### config.mk
export PLATFORM = sky130hd
export DESIGN_NAME = third_mode_sequencer
export DESIGN_NICKNAME = d
export VERILOG_FILES = /design/src/rtl/third_mode_sequencer.sv
export SDC_FILE = /design/constraint.sdc
export NUM_CORES = 1
export LEC_CHECK = 0
export BUFFER_PORTS_ARGS = -buffer_cell sky130_fd_sc_hd__buf_2
export CORE_UTILIZATION = 30
export DETAILED_ROUTE_END_ITERATION = 6
export PLACE_DENSITY_LB_ADDON = 0.1
export SLEW_MARGIN = 5
export SYNTH_ARGS = -nofsm -noshare
export SYNTH_HDL_FRONTEND = slang
export SYNTH_SLANG_ARGS = --single-unit
### constraint.sdc
create_clock -name clk -period 3.74 [get_ports clk]
set_input_delay 0.187 -clock clk [delete_from_list [all_inputs] [get_ports clk]]
set_output_delay 0.187 -clock clk [all_outputs]
set_load 0.05 [all_outputs]
### src/rtl/third_mode_sequencer.sv
// Third-mode sequencer: requests entry into third mode, runs a seconds
// countdown, then requests a return to standby (or exits early on menu).
`ifndef MODE_WIDTH
`define MODE_WIDTH 2
`endif
`ifndef OFF_MODE
`define OFF_MODE 2'd0
`endif
`ifndef STAND_MODE
`define STAND_MODE 2'd1
`endif
`ifndef THIRD_MODE
`define THIRD_MODE 2'd2
`endif

module third_mode_sequencer #(
    parameter int TICKS_PER_SEC = 100000000,
    parameter int RUN_SECONDS   = 60
) (
    input  logic                   clk,
    input  logic                   rstn,
    input  logic [`MODE_WIDTH-1:0] current_mode,
    input  logic                   enter_toggle,
    input  logic                   menu_signal,
    output logic                   mode_req,
    output logic [`MODE_WIDTH-1:0] mode_req_value,
    output logic                   running,
    output logic [7:0]             remaining_sec,
    output logic [1:0]             state_o
);

    localparam int CNT_W = (TICKS_PER_SEC > 2) ? $clog2(TICKS_PER_SEC) : 1;
    localparam logic [CNT_W-1:0] CNT_LAST = CNT_W'(TICKS_PER_SEC - 1);
    localparam logic [7:0] RUN_LOAD = 8'(RUN_SECONDS);

    typedef enum logic [1:0] {
        IDLE      = 2'd0,
        REQ_ENTER = 2'd1,
        RUN       = 2'd2,
        REQ_EXIT  = 2'd3
    } state_t;

    state_t                 state_q;
    logic [CNT_W-1:0]       sub_cnt_q;
    logic [7:0]             rem_q;
    logic                   mode_req_q;
    logic [`MODE_WIDTH-1:0] mode_req_value_q;
    logic                   running_q;
    logic                   enter_q;
    logic                   menu_q;

    logic enter_edge;
    logic menu_edge;
    logic wrap;
    logic is_off;
    logic is_stand;
    logic is_third;

    always_comb begin
        enter_edge = enter_toggle & ~enter_q;
        menu_edge  = menu_signal & ~menu_q;
        wrap       = (sub_cnt_q == CNT_LAST);
        is_off     = (current_mode == `OFF_MODE);
        is_stand   = (current_mode == `STAND_MODE);
        is_third   = (current_mode == `THIRD_MODE);
    end

    always_ff @(posedge clk or negedge rstn) begin
        if (!rstn) begin
            state_q          <= IDLE;
            sub_cnt_q        <= '0;
            rem_q            <= 8'd0;
            mode_req_q       <= 1'b0;
            mode_req_value_q <= `STAND_MODE;
            running_q        <= 1'b0;
            enter_q          <= 1'b0;
            menu_q           <= 1'b0;
        end else begin
            enter_q <= enter_toggle;
            menu_q  <= menu_signal;
            // Power-off overrides every other transition from any state.
            if (is_off) begin
                state_q          <= IDLE;
                sub_cnt_q        <= '0;
                rem_q            <= 8'd0;
                mode_req_q       <= 1'b0;
                mode_req_value_q <= `STAND_MODE;
                running_q        <= 1'b0;
            end else begin
                case (state_q)
                    IDLE: begin
                        if (enter_edge && is_stand) begin
                            state_q          <= REQ_ENTER;
                            mode_req_q       <= 1'b1;
                            mode_req_value_q <= `THIRD_MODE;
                        end
                    end
                    REQ_ENTER: begin
                        if (is_third) begin
                            state_q    <= RUN;
                            mode_req_q <= 1'b0;
                            running_q  <= 1'b1;
                            rem_q      <= RUN_LOAD;
                            sub_cnt_q  <= '0;
                        end
                    end
                    RUN: begin
                        if (!is_third) begin
                            // Someone else moved the mode: leave quietly.
                            state_q   <= IDLE;
                            running_q <= 1'b0;
                            rem_q     <= 8'd0;
                            sub_cnt_q <= '0;
                        end else if (menu_edge || (wrap && rem_q <= 8'd1)) begin
                            // Menu freezes the countdown; a final wrap lands on zero.
                            state_q          <= REQ_EXIT;
                            mode_req_q       <= 1'b1;
                            mode_req_value_q <= `STAND_MODE;
                            running_q        <= 1'b0;
                            sub_cnt_q        <= '0;
                            if (!menu_edge) begin
                                rem_q <= 8'd0;
                            end
                        end else if (wrap) begin
                            sub_cnt_q <= '0;
                            rem_q     <= rem_q - 8'd1;
                        end else begin
                            sub_cnt_q <= sub_cnt_q + CNT_W'(1);
                        end
                    end
                    REQ_EXIT: begin
                        if (!is_third) begin
                            state_q    <= IDLE;
                            mode_req_q <= 1'b0;
                            rem_q      <= 8'd0;
                        end
                    end
                    default: begin
                        state_q <= IDLE;
                    end
                endcase
            end
        end
    end

    assign mode_req       = mode_req_q;
    assign mode_req_value = mode_req_value_q;
    assign running        = running_q;
    assign remaining_sec  = rem_q;
    assign state_o        = state_q;

endmodule

==> results of run 1 <==
## cells in the final DEF (no fill, tap or decap), drive strengths merged, types with 6 or more instances in the layout
cell type	count
buf	20
dfrtp	42
inv	6
nor2	38
a21oi	11
nand2	23
xor2	17
o21ai	15
nor3	7
clkbuf	7
xnor2	8
nand4	6
nand3	13
## sequential cells by signal (all words and copies together), names as in the netlist
signal and count:
enter_q 1, menu_q 1, mode_req 1, mode_req_value 2, remaining_sec 8, running 1
state_o 2, sub_cnt_q 27
## metrics by stage
stage | utilization, % | power (uW) | hold WS, ns
floorplan | - | 588 | -0.109
global placement | 34.4 | 630 | 0.320
detailed placement | 34.4 | 630 | 0.326
CTS | 35.6 | 946 | 0.00530
global route | 35.6 | 973 | 0.0175
finish | 35.6 | 928 | 0.0140
## worst max-delay path: cells and delay by family (launching register included)
kind / cells / cell delay (ns)
compound gates: 1 / 0.21
simple gates: 5 / 1.42
flops: 1 / 0.44
## final cells by class
cell class | count | share of cell area, %
well taps | 99 | 4.69
flip-flops and latches | 43 | 40.8
inverters | 6 | 0.853
clock inverters | 1 | 0.190
repair buffers | 20 | 3.89
multi-input cells | 191 | 46.3
clock buffers | 7 | 3.27
## worst min-delay path by stage
stage	startpoint	end	cells past startpoint
floorplan	rstn	enter_q	0
global placement	enter_toggle	enter_q	1
detailed placement	enter_toggle	enter_q	1
CTS	enter_toggle	enter_q	1
global route	enter_toggle	enter_q	1
finish	enter_toggle	enter_q	1
## power by group through the flow
stage | logic, uW | clock network [uW] | registers (uW)
detailed placement | 131 | 0 | 499
floorplan | 53.7 | 0 | 535
CTS | 131 | 325 | 490
finish | 129 | 309 | 490
global route | 142 | 339 | 492
global placement | 131 | 0 | 499
## per-layer routing
layer	share of wire [%]	vias up	wire [um]	global-route usage, %
li1	-	913	-	-
met1	52	879	2710	18.5
met2	44	17	2310	22.4
met3	2.5	6	130	2.61
met4	1.2	0	60	4.03
met5	0	-	0	0
## cells by family (layout without fill, tap and decap cells)
kind of cell,after synthesis,after routing
AO/OA/AOI/OAI,47,47
XOR/XNOR,25,25
adder cells (fa/ha/maj),3,3
buffers and inverters,11,34
flip-flops,43,43
multiplexers,1,1
AND/OR/NAND/NOR,115,115
==> impl_metrics.py, run 1 <==
metrics = {
    "placement": {
        "port_buffers": 19,
        "gp_congestion": 0.719,
        "post-place-ws_ns": 1.56,
        "place_area_um2": 2550,
        "dp.cells": 359,
        "dp_hpwl_um": 3610,
    },
    "sta": {
        "rsz0062_at_grt": "false",
        "slew_headroom_pct": 33.6,
        "finalHoldViolations": 0,
        "fin_ws_ns": 1.56,
        "period_needed_ns": 2.18,
        "finalMaxSlewViolations": 0,
        "post-route-period-util_pct": 58.2,
        "setup_violations": 0,
        "worstMarginPinSlew_ns": 0.996,
        "fin_skew_ns": 0.00938,
        "max_freq_mhz": 459,
        "tns_ns": 0,
    },
    "floorplanning": {
        "dieArea_um2": 8170,
        "die_width_um": 90.4,
        "core_area_um2": 7410,
        "dieHeight_um": 90.4,
        "row_count": 31,
        "initial_utilization_pct": 31.7,
        "pin_count": 20,
    },
    "final_layout": {
        "n_antenna_cell": 0,
        "multi_input_area_um2": 1220,
        "nets": 276,
        "drive_above_1_share_pct": 16.8,
        "final_cells": 367,
        "design_area_um2": 2640,
        "seqCellArea_um2": 1080,
        "num-fill-cells": 789,
        "area_delta_synth_final_pct": 12.5,
    },
    "power": {
        "powerDensity_nw_per_um2": 352,
        "pwr-share-clk_pct": 33.3,
        "p_sw_share_pct": 28.8,
        "power.internal_uw": 660,
        "leakagePower_uw": 0.00114,
        "p_seq_share_pct": 52.8,
        "ir_drop_v": 0.000171,
        "switchingPower_uw": 267,
        "combinationalPowerShare_pct": 13.9,
    },
    "setup_path": {
        "r2r_end": "remaining_sec[6]",
        "path_class": "flop to flop",
        "critPathMaxFanout": 5,
        "crit_chain": "nor4_2 > nand4_1 > or4_4 > nand2_2 > nand2_1 > o41ai_2",
        "start_kind": "flop",
        "crit_slowest_cell": "or4_4",
        "cp-endpoint": "remaining_sec[6]",
        "ff2ff_path_depth": 6,
        "cp-end-kind": "flop",
        "crit_required_ns": 3.94,
        "slowest_delay_ns": 0.56,
        "critical_path_arrival_ns": 2.38,
        "worstSetupStartpoint": "sub_cnt_q[8]",
        "regToRegStartpoint": "sub_cnt_q[8]",
        "rrSetupSlack_ns": 1.56,
    },
    "global_route": {
        "grt_remaining_overflow": 0,
        "grt_use_total_pct": 13.7,
        "grt_pass1_vias": 1811,
        "grt_max_degree": 44,
        "antenna_found_initial": 0,
        "grt_first_pass_wirelength_um": 9050,
    },
    "routing": {
        "drt_iter0_markers": 54,
        "viasPerCell": 4.95,
        "drt_wl_total_um": 5210,
        "num_vias": 1815,
        "wl_per_cell_um": 14.2,
        "dr.pass1.iters": 4,
        "ant_nets": 0,
        "drc": 0,
    },
    "status": {
        "status": "completed",
    },
    "yosys": {
        "ys_ff_latch": 43,
        "synth_area_per_cell_um2": 9.57,
        "synth_xor_area_share_pct": 9.34,
        "synthAdderAreaFrac_pct": 1.60,
        "synth_nets": 254,
        "synth.area.mux_share_pct": 0.480,
        "synth_area_leaders": "dfrtp_1, xor2_1, nor2_1",
        "async_flop_share_pct": 100,
        "synthMostInstantiatedCell": "dfrtp_1",
        "synth_top_area_share_pct": 44.8,
        "ys_seq_area_share_pct": 45.9,
        "netlist_instances": 245,
        "ys.flop_type": "dfrtp_1",
        "yosys.area_share.simple_pct": 25.6,
        "yosys.area.top_type": "dfrtp_1",
        "synth_top_family_by_area": "simple AND/OR/NAND/NOR gates",
        "synth_area_um2": 2340,
        "ys_warn_count": 0,
        "synth-edff-count": 0,
        "ys_types": 54,
        "synth_commonest_cells": "dfrtp_1, nor2_1, nand2_1",
        "synth_compound_area_share_pct": 15.1,
    },
    "clocking": {
        "clk_pin_slew_worst_paths_ns": 0.08,
        "root_buffer": "clkbuf_8",
        "ctsResizeCount": 0,
        "clock-sinks": 43,
        "cts_hold_buf": 0,
        "cts_max_path_buffers": 2,
        "cts_tree": "yes",
        "cts_htree_levels": 2,
        "numCtsBuffers": 5,
        "clk_latency_ns": 0.30,
        "cts_setup_buffers": 0,
    },
    "run": {
        "drv_cap": 0,
    },
    "min_path": {
        "hp-class": "input port to flop",
    },
}
No activity file was read; power rests on OpenSTA's default activity.
==> inputs of run 2 (changes only) <==
==> constraint.sdc (replaced) <==
create_clock -name clk -period 2.1 [get_ports clk]
set_input_delay 0.105 -clock clk [delete_from_list [all_inputs] [get_ports clk]]
set_output_delay 0.105 -clock clk [all_outputs]
set_load 0.05 [all_outputs]
==> run 2 against run 1 <==
Compared with the run above: worst setup slack lost 1.4 ns; clock power grew 150%; sequential share of layout area shrank 3.0 points; hold slack gained 0.15 ns; clock skew shrank 0.0053 ns; core utilization grew 3.0 points; non-clock buffer count grew 22.
==> impl_metrics.py, run 2 (synthesized netlist as in run 1, its figures left out) <==
metrics = {
    "status": {
        "status": "completed",
    },
    "setup_path": {
        "crit_required_ns": 2.28,
        "path_class": "flop to flop",
        "rrSetupSlack_ns": 0.13,
        "r2r_end": "remaining_sec[7]",
        "crit_chain": "nor4_2 > nand4_1 > or4_4 > and2_4 > a22oi_2 > o21ai_1",
        "critical_path_arrival_ns": 2.15,
        "cp-end-kind": "flop",
        "ff2ff_path_depth": 6,
        "critPathMaxFanout": 5,
        "start_kind": "flop",
        "slowest_delay_ns": 0.54,
        "crit_slowest_cell": "or4_4",
        "regToRegStartpoint": "sub_cnt_q[10]",
    },
    "clocking": {
        "cts_tree": "yes",
        "cts_max_path_buffers": 2,
        "root_buffer": "clkbuf_8",
        "cts_setup_buffers": 0,
        "numCtsBuffers": 5,
        "clk_pin_slew_worst_paths_ns": 0.08,
        "cts_htree_levels": 2,
        "clock-sinks": 43,
        "clk_latency_ns": 0.29,
    },
    "sta": {
        "period_needed_ns": 1.97,
        "tns_ns": 0,
        "fin_skew_ns": 0.00411,
        "max_freq_mhz": 508,
        "slew_headroom_pct": 66.7,
        "finalHoldViolations": 0,
        "rsz0062_at_grt": "false",
        "setup_violations": 0,
        "post-route-period-util_pct": 93.7,
        "worstMarginPinSlew_ns": 0.499,
        "finalMaxSlewViolations": 0,
    },
    "floorplanning": {
        "dieArea_um2": 8170,
        "row_count": 31,
        "core_area_um2": 7410,
        "die_width_um": 90.4,
        "initial_utilization_pct": 31.7,
        "pin_count": 20,
        "dieHeight_um": 90.4,
    },
    "run": {
        "drv_cap": 0,
    },
    "power": {
        "p_sw_share_pct": 25.6,
        "power.internal_uw": 1410,
        "power.total_uw": 1890,
        "combinationalPowerShare_pct": 13.7,
        "ir_drop_v": 0.000310,
        "powerDensity_nw_per_um2": 660,
        "pwr-share-clk_pct": 40.4,
        "p_seq_share_pct": 46.0,
        "switchingPower_uw": 485,
        "leakagePower_uw": 0.00126,
    },
    "final_layout": {
        "largest_register": "sub_cnt_q",
        "area_delta_synth_final_pct": 22.1,
        "nets": 298,
        "design_area_um2": 2860,
        "drive_above_1_share_pct": 23.8,
        "n_antenna_cell": 0,
        "final_cells": 389,
        "final_cell_mix": "nor2_1, dfrtp_1, nand2_1",
        "largest_reg_flops": 27,
    },
    "placement": {
        "dp.cells": 378,
        "port_buffers": 19,
        "gp_congestion": 0.763,
        "place_area_um2": 2700,
        "dp_hpwl_um": 3870,
    },
    "global_route": {
        "grt_max_degree": 25,
        "grt_use_total_pct": 14.2,
        "antenna_found_initial": 0,
        "grt_first_pass_wirelength_um": 9380,
        "grt_remaining_overflow": 0,
        "grt_pass1_vias": 1951,
    },
    "routing": {
        "wl_per_cell_um": 13.6,
        "drt_wl_total_um": 5310,
        "dr.pass1.iters": 4,
        "viasPerCell": 4.88,
        "num_vias": 1898,
        "drc": 0,
        "ant_nets": 0,
        "drt_iter0_markers": 105,
    },
    "min_path": {
        "whs_endpoint": "state_o[0]",
        "hp-class": "input port to flop",
        "holdPathStages": 3,
        "holdCritStartpoint": "current_mode[0]",
    },
}
==> run 2: cell count changes in the layout (fill, tap and decap cells not counted), sizes merged <==
cell / previous run / this run
clkbuf: 7 / 6
dlygate4sd3: 0 / 3
bufinv: 0 / 2
buf: 20 / 39
clkinv: 1 / 0
==> run 2: stage by stage <==
stage | hold slack, ns | utilization [%] | worst slack [ns]
after floorplan | -0.191 | - | 0.0245
after global placement | 0.105 | 36.4 | 0.143
after detailed placement | 0.103 | 36.4 | 0.133
after CTS | 0.158 | 38.6 | 0.111
after global routing | 0.193 | 38.7 | 0.0111
final | 0.162 | 38.7 | 0.133
==> run 2: worst max path at each step <==
stage / startpoint / to / cells past startpoint
CTS: sub_cnt_q[10] / remaining_sec[7] / 6
global route: sub_cnt_q[17] / remaining_sec[4] / 6
finish: sub_cnt_q[10] / remaining_sec[7] / 6
global placement: sub_cnt_q[25] / remaining_sec[7] / 6
detailed placement: sub_cnt_q[19] / remaining_sec[7] / 6
floorplan: state_o[1] / remaining_sec[6] / 7
==> run 2: power groups by stage <==
stage	Sequential, uW	Clock [uW]	Combinational, uW
2_1_floorplan	952	0	95.9
4_1_cts	870	787	263
3_5_place_dp	886	0	258
5_1_grt	873	816	284
3_3_place_gp	886	0	261
6_report	869	764	258
==> run 2: area by class of cell <==
cell class	count	area, um2
Fill cell	762	4540
Multi-Input combinational cell	191	1230
Sequential cell	43	1080
Inverter	6	22.5
Tap cell	99	124
Clock inverter	2	60.1
Clock buffer	6	72.6
Timing Repair Buffer	42	275
==> run 2: critical path, delay by kind of cell, from the launching register on <==
family	cells	cell delay, ns
AND/OR/NAND/NOR	4	1.20
AO/OA/AOI/OAI	2	0.24
flip-flops	1	0.42
==> run 2: routing by layer <==
metal / global-route usage (%) / vias up / part of all wire, %
met5: 0 / - / 0
met1: 19.4 / 911 / 51
met3: 2.61 / 7 / 2.7
met2: 22.8 / 28 / 45
li1: - / 952 / -
met4: 4.70 / 0 / 1.5
==> run 2: repair_timing <==
action / CTS / global route
resized for setup: 0 / 1
hold endpoints to repair: 44 / 0
hold buffers: 3 / 0
setup endpoints to repair: 0 / 1
==> inputs of run 3 (changes only) <==
--- a/config.mk
+++ b/config.mk
@@ -6,6 +6,7 @@
 export NUM_CORES = 1
 export LEC_CHECK = 0
 export BUFFER_PORTS_ARGS = -buffer_cell sky130_fd_sc_hd__buf_2
+export CORE_ASPECT_RATIO = 0.7
 export CORE_UTILIZATION = 30
 export DETAILED_ROUTE_END_ITERATION = 6
 export PLACE_DENSITY_LB_ADDON = 0.1
==> constraint.sdc (replaced) <==
create_clock -name clk -period 2.2 [get_ports clk]
set_input_delay 0.11 -clock clk [delete_from_list [all_inputs] [get_ports clk]]
set_output_delay 0.11 -clock clk [all_outputs]
set_load 0.05 [all_outputs]
==> run 3 against run 2 <==
Compared with the run above: clock-buffer cell count did not move; via count down 1.8%; die area barely moved; sequential power fell by 4.5%; clock skew rose by 0.0012 ns; largest cell class unchanged.
==> impl_metrics.py, run 3 (synthesized netlist as in run 1, its figures left out) <==
metrics = {
    "floorplanning": {
        "dieArea_um2": 8180,
        "dieHeight_um": 76.0,
        "core_area_um2": 7420,
        "row_count": 26,
        "die_width_um": 108,
        "initial_utilization_pct": 31.6,
        "pin_count": 20,
    },
    "final_layout": {
        "mostFrequentLayoutCell": "dfrtp_1",
        "final_cells": 383,
        "seqCellArea_um2": 1080,
        "n_antenna_cell": 0,
        "multi_input_area_um2": 1230,
        "num-fill-cells": 781,
        "utilization_pct": 38.4,
        "nets": 293,
        "area_delta_synth_final_pct": 21.4,
        "drive_above_1_share_pct": 21.4,
        "final_cell_mix": "dfrtp_1, nor2_1, nand2_1",
        "largest_reg_flops": 27,
        "largest_register": "sub_cnt_q",
    },
    "placement": {
        "gp_congestion": 0.795,
        "port_buffers": 19,
        "dp_hpwl_um": 3930,
        "post-place-ws_ns": 0.126,
        "dp.cells": 372,
    },
    "clocking": {
        "cts_setup_buffers": 0,
        "root_buffer": "clkbuf_8",
        "clk_latency_ns": 0.30,
        "cts_tree": "yes",
        "clock-sinks": 43,
        "cts_max_path_buffers": 2,
        "clk_pin_slew_worst_paths_ns": 0.08,
        "numCtsBuffers": 5,
        "cts_htree_levels": 2,
    },
    "power": {
        "ir_drop_v": 0.000268,
        "p_sw_share_pct": 26.0,
        "combinationalPowerShare_pct": 13.8,
        "switchingPower_uw": 473,
        "p_seq_share_pct": 45.6,
        "powerDensity_nw_per_um2": 639,
        "pwr-share-clk_pct": 40.6,
        "leakagePower_uw": 0.00125,
        "power.internal_uw": 1350,
    },
    "routing": {
        "dr.pass1.iters": 4,
        "drt_wl_total_um": 5330,
        "viasPerCell": 4.87,
        "num_vias": 1864,
        "ant_nets": 0,
        "drt_iter0_markers": 82,
        "drc": 0,
        "wl_per_cell_um": 13.9,
    },
    "sta": {
        "worstMarginPinSlew_ns": 0.682,
        "tns_ns": 0,
        "fin_skew_ns": 0.00536,
        "fin_ws_ns": 0.203,
        "period_needed_ns": 2.00,
        "setup_violations": 0,
        "rsz0062_at_grt": "false",
        "max_freq_mhz": 501,
        "finalHoldViolations": 0,
        "finalMaxSlewViolations": 0,
        "slew_headroom_pct": 54.6,
        "post-route-period-util_pct": 90.8,
        "hold_ws_ns": 0.164,
    },
    "setup_path": {
        "crit_slowest_cell": "dfrtp_1",
        "start_kind": "flop",
        "ff2ff_path_depth": 7,
        "crit_chain": "inv_1 > ha_1 > o211a_1 > nor3b_2 > or2_2 > a221oi_1 > nor3_1",
        "critical_path_arrival_ns": 2.18,
        "rrSetupSlack_ns": 0.20,
        "crit_required_ns": 2.38,
        "cp-end-kind": "flop",
        "r2r_end": "mode_req",
        "regToRegStartpoint": "remaining_sec[0]",
        "slowest_delay_ns": 0.46,
        "critPathMaxFanout": 8,
        "path_class": "flop to flop",
    },
    "global_route": {
        "grt_remaining_overflow": 0,
        "antenna_found_initial": 0,
        "grt_first_pass_wirelength_um": 9250,
        "grt_pass1_vias": 1772,
        "grt_max_degree": 28,
        "grt_use_total_pct": 14.7,
    },
    "min_path": {
        "holdCritStartpoint": "current_mode[0]",
        "holdPathStages": 3,
        "hp-class": "input port to flop",
        "whs_endpoint": "state_o[0]",
    },
    "run": {
        "drv_cap": 0,
    },
    "status": {
        "status": "completed",
    },
}
==> run 3: metal layers <==
metal,GRT usage (%),routed length [um],up-vias
met2,17.4,1860,22
li1,-,-,944
met5,0,0,-
met3,2.84,149,8
met1,24.8,3240,890
met4,5.34,78,0
==> run 3: worst max path at each step <==
stage	start	to	slack (ns)	cells after the start
final	remaining_sec[0]	mode_req	0.20	7
after detailed placement	sub_cnt_q[25]	remaining_sec[6]	0.13	6
after floorplan	remaining_sec[1]	mode_req	0.05	7
after global routing	sub_cnt_q[8]	mode_req_value[1]	0.02	6
after CTS	sub_cnt_q[25]	remaining_sec[6]	0.1	6
after global placement	sub_cnt_q[19]	remaining_sec[2]	0.17	6
==> run 3: metrics by stage <==
step / total power (uW) / area (um2)
floorplan: 1000 / 2350
global placement: 1100 / 2680
detailed placement: 1100 / 2680
CTS: 1850 / 2840
global route: 1900 / 2850
finish: 1820 / 2850
==> run 3: timing repair <==
item	CTS	global route
gates resized for setup	0	1
hold buffers	3	0
setup endpoints to repair	0	7
endpoints found under the hold margin	27	0
==> run 3: area by class of cell <==
type	instances	share of cell area, %
timing repair buffer	37	9.23
inverter	6	0.791
multi-input combinational	191	43.1
clock buffer	6	2.55
tap	98	4.31
sequential	43	37.9
clock inverter	2	2.11
==> run 3: power groups by stage <==
stage	Sequential (uW)	Clock, uW	Combinational, uW
after floorplan	909	0	91.3
after global placement	846	0	253
after detailed placement	846	0	250
after CTS	830	765	255
after global routing	834	796	275
final	830	738	251
==> run 3: worst max-delay path, delay by kind of cell, from the launching register on <==
| family | cells | cell delay, ns |
|---|---|---|
| adder cells (fa/ha/maj) | 1 | 0.22 |
| AO/OA/AOI/OAI | 2 | 0.51 |
| buffers and inverters | 1 | 0.07 |
| AND/OR/NAND/NOR | 3 | 0.63 |
| flip-flops | 1 | 0.46 |
